File: config.mk
export PLATFORM = sky130hd
export DESIGN_NAME = trade_history_buffer
export DESIGN_NICKNAME = d
export VERILOG_FILES = /design/src/rtl/trade_history_buffer.sv
export SDC_FILE = /design/constraint.sdc
export NUM_CORES = 1
export LEC_CHECK = 0
export BUFFER_PORTS_ARGS = -buffer_cell sky130_fd_sc_hd__buf_4
export CELL_PAD_IN_SITES_DETAIL_PLACEMENT = 0
export CELL_PAD_IN_SITES_GLOBAL_PLACEMENT = 1
export CORE_MARGIN = 3
export CORE_UTILIZATION = 54
export DETAILED_ROUTE_END_ITERATION = 8
export GPL_ROUTABILITY_DRIVEN = 0
export PLACE_DENSITY = 0.8
export RECOVER_POWER = 25
export SLEW_MARGIN = 20
export SYNTH_ARGS = -nofsm -noshare
export SYNTH_HDL_FRONTEND = slang
export SYNTH_SLANG_ARGS = --single-unit
File: constraint.sdc
create_clock -name clk -period 6 [get_ports clk]
set_input_delay 0.9 -clock clk [delete_from_list [all_inputs] [get_ports clk]]
set_output_delay 0.9 -clock clk [all_outputs]
set_load 0.005 [all_outputs]
File: src/rtl/trade_history_buffer.sv
// Circular history of executed trade prices with age-indexed registered read,
// freeze-time one-entry pending capture and running session statistics.
module trade_history_buffer #(
    parameter int DEPTH = 16,
    parameter int PW    = 8,
    parameter int AW    = 4
) (
    input  logic          clk,
    input  logic          reset,
    input  logic          match_signal,
    input  logic [PW-1:0] trade_price,
    input  logic          halt_signal,
    input  logic          freeze,
    input  logic [AW-1:0] rd_age,
    output logic [PW-1:0] rd_data,
    output logic          rd_valid,
    output logic [AW:0]   count,
    output logic          full,
    output logic [PW-1:0] last_price,
    output logic [PW-1:0] max_price,
    output logic [PW-1:0] min_price,
    output logic          dropped
);

    logic [PW-1:0] mem [DEPTH];
    logic [AW-1:0] wr_ptr;
    logic          pend_valid;
    logic [PW-1:0] pend_price;

    logic          accept;
    logic          do_write;
    logic [PW-1:0] wr_data;
    logic [AW-1:0] rd_idx;
    logic          age_ok;

    assign accept = match_signal & ~halt_signal;
    assign full   = (count == (AW+1)'(DEPTH));
    // DEPTH is a power of two, so AW-bit wraparound gives the modulo for free
    assign rd_idx = wr_ptr - AW'(1) - rd_age;
    assign age_ok = ({1'b0, rd_age} < count);

    // A pending entry always drains before a fresh trade can reach the array
    always_comb begin
        do_write = 1'b0;
        wr_data  = trade_price;
        if (!freeze) begin
            if (pend_valid) begin
                do_write = 1'b1;
                wr_data  = pend_price;
            end else if (accept) begin
                do_write = 1'b1;
            end
        end
    end

    always_ff @(posedge clk) begin
        if (!reset && do_write) begin
            mem[wr_ptr] <= wr_data;
        end
    end

    always_ff @(posedge clk) begin
        if (reset) begin
            wr_ptr     <= '0;
            count      <= '0;
            pend_valid <= 1'b0;
            pend_price <= '0;
            dropped    <= 1'b0;
            last_price <= '0;
            max_price  <= '0;
            min_price  <= '0;
            rd_data    <= '0;
            rd_valid   <= 1'b0;
        end else begin
            rd_valid <= age_ok;
            rd_data  <= age_ok ? mem[rd_idx] : '0;

            if (do_write) begin
                wr_ptr     <= wr_ptr + AW'(1);
                last_price <= wr_data;
                if (!full) begin
                    count <= count + (AW+1)'(1);
                end
                if (count == '0) begin
                    max_price <= wr_data;
                    min_price <= wr_data;
                end else begin
                    if (wr_data > max_price) max_price <= wr_data;
                    if (wr_data < min_price) min_price <= wr_data;
                end
            end

            if (freeze) begin
                if (accept) begin
                    if (pend_valid) dropped <= 1'b1;
                    pend_price <= trade_price;
                    pend_valid <= 1'b1;
                end
            end else if (pend_valid) begin
                // Pending drains this edge; a same-cycle trade takes its place
                if (accept) begin
                    pend_price <= trade_price;
                end else begin
                    pend_valid <= 1'b0;
                end
            end
        end
    end

endmodule

==> insert_results.sql, run 1 <==
INSERT INTO impl_metrics (metric_group, metric, value, unit) VALUES
('timing', 'timing_max_transition_violations_final', '52', ''),
('synthesis', 'synth_seq_area_share', '0.635', ''),
('drt', 'detailroute.via_count', '4567', ''),
('synthesis', 'syn_nets', '566', ''),
('die', 'std_cell_rows', '42', ''),
('clock_tree', 'cts_setup_buffers', '0', ''),
('cells_and_area', 'finalNonFillerCells', '769', ''),
('synthesis', 'synth_top_family_by_area', 'multiplexers', ''),
('drt', 'average_wire_length_per_cell_after_detail_routing', '21.6', 'µm'),
('die', 'core-area', '0.0136', 'mm²'),
('global_route', 'total_track_usage', '0.219', ''),
('pwr', 'worst_vdd_drop', '203', 'µV'),
('drt', 'drt_first_iter_violations', '480', ''),
('pwr', 'p_leak', '3.13', 'nW'),
('pwr', 'internal_power', '0.00215', 'W'),
('timing', 'setup_viol', '0', ''),
('timing', 'final_min_period_over_clock_period', '0.588', ''),
('die', 'floorplan.die_area', '0.0157', 'mm²'),
('pwr', 'power_switching_share', '0.224', ''),
('timing', 'final.setup.tns', '0', 'ns'),
('run', 'drv.max_cap_violation_count', '1', ''),
('timing', 'timing.final.crit_period', '3.53', 'ns'),
('synthesis', 'netlist_top_cells_area', 'sky130_fd_sc_hd__edfxtp_1 (50%), sky130_fd_sc_hd__dfxtp_1 (14%), sky130_fd_sc_hd__mux4_2 (9.4%), sky130_fd_sc_hd__ha_1 (4.4%), sky130_fd_sc_hd__mux2i_1 (2.2%)', ''),
('clock_tree', 'cts.path.max_buffers', '2', ''),
('cells_and_area', 'most-common-layout-cells', 'sky130_fd_sc_hd__edfxtp_1 (128), sky130_fd_sc_hd__dfxtp_1 (52), sky130_fd_sc_hd__nor2_1 (38)', ''),
('cells_and_area', 'final_common_cell', 'sky130_fd_sc_hd__edfxtp_1', ''),
('clock_tree', 'cts-root-buf', 'sky130_fd_sc_hd__clkbuf_16', ''),
('cells_and_area', 'final_nets', '625', ''),
('worst_hold_path', 'hp-start', 'pend_price[7]', ''),
('timing', 'unrepaired_setup_endpoints_after_global_routing', 'no', ''),
('synthesis', 'yosys.area.top_type', 'sky130_fd_sc_hd__edfxtp_1', ''),
('clock_tree', 'cts_sinks', '180', ''),
('setup_path', 'cp-endpoint', 'min_price[2]', ''),
('synthesis', 'synth_mux_area_frac', '0.126', ''),
('clock_tree', 'number_of_buffers_created_by_cts', '17', ''),
('timing', 'max-slew-margin-rel', '-0.490', ''),
('die', 'die_x', '125', 'µm'),
('status', 'run_status', 'finished, violations left', ''),
('synthesis', 'syn_area_per_cell', '14.8', 'µm²'),
('place', 'dp.cells', '737', ''),
('pwr', 'switchingPower', '0.000620', 'W'),
('setup_path', 'worst_r2r_startpoint', 'pend_valid', ''),
('global_route', 'grt_max_degree', '52', ''),
('synthesis', 'post_synth_fa_ha_maj_area_fraction', '0.0465', ''),
('drt', 'detail-route-antenna-nets', '0', ''),
('setup_path', 'timing.critical_path.arrival', '3.69', 'ns'),
('status', 'violated_checks', 'max-capacitance violations, max-slew violations', ''),
('synthesis', 'post_synth_instance_area', '0.00770', 'mm²'),
('cells_and_area', 'filler_cell_count', '962', ''),
('worst_hold_path', 'class_of_the_worst_hold_path', 'flop to flop', ''),
('drt', 'totalWireLength', '16600', 'µm'),
('setup_path', 'reg2reg_setup_slack', '2.47', 'ns'),
('drt', 'route.detailed.vias_per_inst', '5.94', ''),
('setup_path', 'crit_required', '6.17', 'ns'),
('timing', 'clock.fmax', '284', 'MHz'),
('place', 'place.detailed.hpwl', '10800', 'µm'),
('pwr', 'share_clk_of_total_power', '0.403', ''),
('synthesis', 'synth_compound_area_frac', '0.0797', ''),
('synthesis', 'dominantRegCellSynth', 'sky130_fd_sc_hd__edfxtp_1', ''),
('synthesis', 'netlist_instances', '521', ''),
('synthesis', 'synth_largest_type_area_fraction', '0.499', ''),
('setup_path', 'worstSetupStartpoint', 'pend_valid', ''),
('global_route', 'first_global_vias', '4580', ''),
('pwr', 'power.sequential.fraction', '0.494', ''),
('synthesis', 'synth-edff-count', '128', ''),
('cells_and_area', 'sequential_cell_area', '0.00488', 'mm²'),
('clock_tree', 'cts_tree', 'done', ''),
('cells_and_area', 'multi_input_area', '0.00263', 'mm²'),
('setup_path', 'worst_path_maximum_fanout', '19', ''),
('place', 'place.port_buffers', '56', ''),
('pwr', 'power_per_cell_area', '313', 'mW/mm²');
==> worst max-delay path, cell delays in order, from the launching register on <==
cell	delay, ns
sky130_fd_sc_hd__dfxtp_1	0.66
sky130_fd_sc_hd__nand2b_1	0.40
sky130_fd_sc_hd__mux2_1	0.65
sky130_fd_sc_hd__ha_1	0.40
sky130_fd_sc_hd__a21oi_1	0.06
sky130_fd_sc_hd__o21ai_0	0.51
sky130_fd_sc_hd__a2111oi_4	0.12
sky130_fd_sc_hd__nor2_2	0.30
sky130_fd_sc_hd__a221oi_1	0.15
==> logic make-up after synthesis <==
logic type | after synthesis
AO/OA/AOI/OAI | 83
flip-flops | 180
XOR/XNOR | 11
buffers and inverters | 47
AND/OR/NAND/NOR | 116
adder cells (fa/ha/maj) | 28
multiplexers | 56
==> worst min path at each step <==
stage,end,slack [ns],cells past startpoint
2_1_floorplan,pend_price[7],0.43,2
3_3_place_gp,pend_price[7],0.45,2
3_5_place_dp,pend_price[7],0.46,2
4_1_cts,pend_price[7],0.46,2
5_1_grt,pend_price[7],0.48,2
6_report,pend_price[7],0.46,2
==> cell type report <==
type,instances,share of cell area
Multi-Input combinational cell,294,0.296
Tap cell,176,0.0248
Clock inverter,12,0.0176
Inverter,28,0.0118
Clock buffer,20,0.0503
Timing Repair Buffer,59,0.0486
Sequential cell,180,0.550
==> state kept, by name, indices dropped and copies added, names as in the netlist <==
name,cells
max_price,8
dropped,1
mem,128
count,5
wr_ptr,4
pend_price,8
rd_data,8
last_price,8
rd_valid,1
pend_valid,1
min_price,8
==> per-stage QoR <==
step,total power [W],instance area (µm²),setup slack (ns),hold slack [ns],util
finish,0.00277,8870,2.47,0.463,0.652
global route,0.00288,8870,2.20,0.482,0.652
CTS,0.00280,8880,2.67,0.465,0.652
detailed placement,0.00169,8280,2.24,0.456,0.608
global placement,0.00168,8280,2.35,0.447,0.608
floorplan,0.00159,7700,2.87,0.434,-
==> synth_stat cells (2+ instances only) <==
cell type,count
sky130_fd_sc_hd__ha_1,27
sky130_fd_sc_hd__a21oi_1,23
sky130_fd_sc_hd__nor3_1,10
sky130_fd_sc_hd__and3_1,4
sky130_fd_sc_hd__nand4_1,5
sky130_fd_sc_hd__mux2i_1,17
sky130_fd_sc_hd__a21o_1,16
sky130_fd_sc_hd__inv_1,28
sky130_fd_sc_hd__mux2_2,7
sky130_fd_sc_hd__buf_6,2
sky130_fd_sc_hd__o22ai_1,8
sky130_fd_sc_hd__or3_1,8
sky130_fd_sc_hd__nand2b_1,10
sky130_fd_sc_hd__buf_2,4
sky130_fd_sc_hd__nor2_1,40
sky130_fd_sc_hd__a211oi_1,8
sky130_fd_sc_hd__o21ai_0,5
sky130_fd_sc_hd__mux4_2,32
sky130_fd_sc_hd__xnor2_1,7
sky130_fd_sc_hd__xor2_1,3
sky130_fd_sc_hd__nor2b_1,2
sky130_fd_sc_hd__nand2_1,29
sky130_fd_sc_hd__dfxtp_1,52
sky130_fd_sc_hd__a221oi_1,12
sky130_fd_sc_hd__o31a_1,2
sky130_fd_sc_hd__edfxtp_1,128
sky130_fd_sc_hd__clkbuf_1,13
==> power by group through the flow <==
stage,registers [W],clock network (W),logic [W]
global route,0.00137,0.00119,0.000317
finish,0.00137,0.00112,0.000286
floorplan,0.00140,0,0.000197
CTS,0.00137,0.00114,0.000292
global placement,0.00140,0,0.000284
detailed placement,0.00140,0,0.000290
==> per-layer routing <==
layer | track usage | wire (µm) | vias up
li1 | - | - | 2112
met1 | 0.298 | 6890 | 2247
met2 | 0.352 | 8120 | 180
met3 | 0.0567 | 1210 | 28
met4 | 0.0644 | 372 | 0
met5 | 0 | 0 | -
(Power assumes the default switching activity.)
==> inputs of run 2 (changes only) <==
CORE_UTILIZATION = 50   (was 54)
PLACE_DENSITY = 0.75   (was 0.8)
clock period = 3.6 ns   (was 6 ns; I/O delays follow)
==> insert_results.sql, run 2 (synthesis gave the netlist of run 1 again) <==
INSERT INTO impl_metrics (metric_group, metric, value, unit) VALUES
('clock_tree', 'number_of_buffers_created_by_cts', '17', ''),
('die', 'io-pin-count', '57', ''),
('global_route', 'number_of_antenna_violations_at_the_first_check_in_global_routing', '0', ''),
('timing', 'final_setup_skew', '0.00781', 'ns'),
('global_route', 'first_global_vias', '4643', ''),
('global_route', 'global_route_wire_length_before_repair', '26600', 'µm'),
('place', 'place.detailed.hpwl', '11400', 'µm'),
('timing', 'final_min_period_over_clock_period', '0.791', ''),
('setup_path', 'timing.critical_path.arrival', '3.13', 'ns'),
('setup_path', 'crit_required', '3.88', 'ns'),
('setup_path', 'worstSetupEndpointType', 'flop', ''),
('clock_tree', 'cts-root-buf', 'sky130_fd_sc_hd__clkbuf_16', ''),
('setup_path', 'worst_path_max_delay_cell', 'sky130_fd_sc_hd__mux2_1', ''),
('drt', 'route.detailed.vias_per_inst', '5.85', ''),
('timing', 'clock.fmax', '351', 'MHz'),
('cells_and_area', 'final_nets', '638', ''),
('timing', 'timing_max_transition_violations_final', '0', ''),
('setup_path', 'worstPathCellList', 'buf_4 -> nand2b_1 -> buf_4 -> mux2_1 -> ha_1 -> nor2_1 -> a211oi_1 -> nor2_1 -> nor2_2 -> a221oi_1', ''),
('place', 'place.port_buffers', '56', ''),
('clock_tree', 'clock_latency', '0.42', 'ns'),
('setup_path', 'critical_path_class', 'input pin to flop', ''),
('timing', 'timing.final.crit_period', '2.85', 'ns'),
('cells_and_area', 'final_common_cell', 'sky130_fd_sc_hd__edfxtp_1', ''),
('die', 'die_height', '130', 'µm'),
('clock_tree', 'cts.path.max_buffers', '2', ''),
('global_route', 'globalRoute.totalOverflow', '0', ''),
('drt', 'totalWireLength', '16900', 'µm'),
('die', 'die_x', '130', 'µm'),
('status', 'run_status', 'finished clean', ''),
('drt', 'drc_errors', '0', ''),
('timing', 'unrepaired_setup_endpoints_after_global_routing', 'no', ''),
('drt', 'detail-route-antenna-nets', '0', ''),
('timing', 'finalHoldViolCount', '0', ''),
('drt', 'detailroute.via_count', '4620', ''),
('die', 'core-area', '0.0148', 'mm²'),
('timing', 'setup_viol', '0', ''),
('setup_path', 'critical-path-max-stage-delay', '0.61', 'ns'),
('drt', 'dr.pass1.iters', '4', ''),
('pwr', 'p_leak', '3.16', 'nW'),
('pwr', 'finalPower', '0.00441', 'W'),
('die', 'floorplan.die_area', '0.0169', 'mm²'),
('cells_and_area', 'n_diodes', '0', ''),
('clock_tree', 'clk_pin_slew_worst_paths', '0.07', 'ns'),
('run', 'drv.max_cap_violation_count', '0', ''),
('cells_and_area', 'largest_reg_flops', '128', ''),
('cells_and_area', 'most-common-layout-cells', 'sky130_fd_sc_hd__edfxtp_1 (128), sky130_fd_sc_hd__dfxtp_1 (52), sky130_fd_sc_hd__buf_4 (49)', ''),
('setup_path', 'worst_path_maximum_fanout', '20', ''),
('drt', 'drt_first_iter_violations', '300', ''),
('clock_tree', 'cts_setup_buffers', '0', ''),
('setup_path', 'startpoint_type', 'input pin', ''),
('die', 'initial_utilization', '0.520', ''),
('clock_tree', 'clock_tree.htree_level_count', '4', ''),
('clock_tree', 'cts_tree', 'done', ''),
('global_route', 'total_track_usage', '0.216', ''),
('drt', 'average_wire_length_per_cell_after_detail_routing', '21.4', 'µm'),
('worst_hold_path', 'class_of_the_worst_hold_path', 'input pin to flop', ''),
('timing', 'final.setup.tns', '0', 'ns'),
('timing', 'slew_of_the_pin_with_the_lowest_slew_margin', '0.996', 'ns'),
('cells_and_area', 'final_cell_area', '0.00889', 'mm²'),
('clock_tree', 'cts_sinks', '180', ''),
('timing', 'holdWs', '0.381', 'ns'),
('cells_and_area', 'largest_register', 'mem', ''),
('pwr', 'worst_vdd_drop', '344', 'µV'),
('clock_tree', 'post_cts_resized', '0', ''),
('place', 'detailed_place.area', '0.00839', 'mm²'),
('setup_path', 'reg2reg_setup_slack', '0.80', 'ns'),
('global_route', 'grt_max_degree', '52', ''),
('timing', 'max-slew-margin-rel', '0.333', ''),
('setup_path', 'worstPathBufferInverterCount', '2', ''),
('cells_and_area', 'layout-drive-gt1-share', '0.231', ''),
('clock_tree', 'cts.hold.buffers_added', '0', ''),
('pwr', 'power_per_cell_area', '496', 'mW/mm²'),
('setup_path', 'crit_family', 'simple AND/OR/NAND/NOR gates', ''),
('cells_and_area', 'area_delta_synth_final', '15.6', '%'),
('die', 'std_cell_rows', '44', '');
-- run 2: final cells by class --
type	count	area [µm²]
well taps	184	230
repair buffers	72	534
clock inverters	13	85.1
fillers	1165	5920
inverters	28	105
clock buffers	19	433
multi-input cells	294	2620
flip-flops and latches	180	4880
-- run 2: final timing paths --
check / from / endpoint / depth (start not counted)
min: trade_price[1] / pend_price[1] / 3
max: freeze / min_price[6] / 10
min reg2reg: pend_price[7] / pend_price[7] / 2
max reg2reg: pend_valid / min_price[6] / 9
-- run 2: where the power goes --
part / internal [W] / switching (W)
sequential: 0.00226 / 0.0000248
clock: 0.000876 / 0.000757
combinational: 0.000231 / 0.000266
total: 0.00337 / 0.00105
-- run 2: routing by layer --
layer  share of wire  vias up  global-route usage
li1                -     2142                   -
met1            0.44     2309               0.289
met2            0.48      139               0.339
met3           0.048       30              0.0524
met4           0.029        0              0.0917
met5               0        -                   0
-- run 2: worst min-delay path: stages --
cell	delay, ns
sky130_fd_sc_hd__buf_4	0.12
sky130_fd_sc_hd__nand2_1	0.05
sky130_fd_sc_hd__a21oi_1	0.05
-- run 2: metrics by stage --
stage	utilization	setup WS [ns]	std cells
detailed placement	0.567	0.469	758
floorplan	-	0.831	521
global route	0.601	0.531	790
finish	0.601	0.752	790
CTS	0.602	0.896	790
global placement	0.567	0.572	758
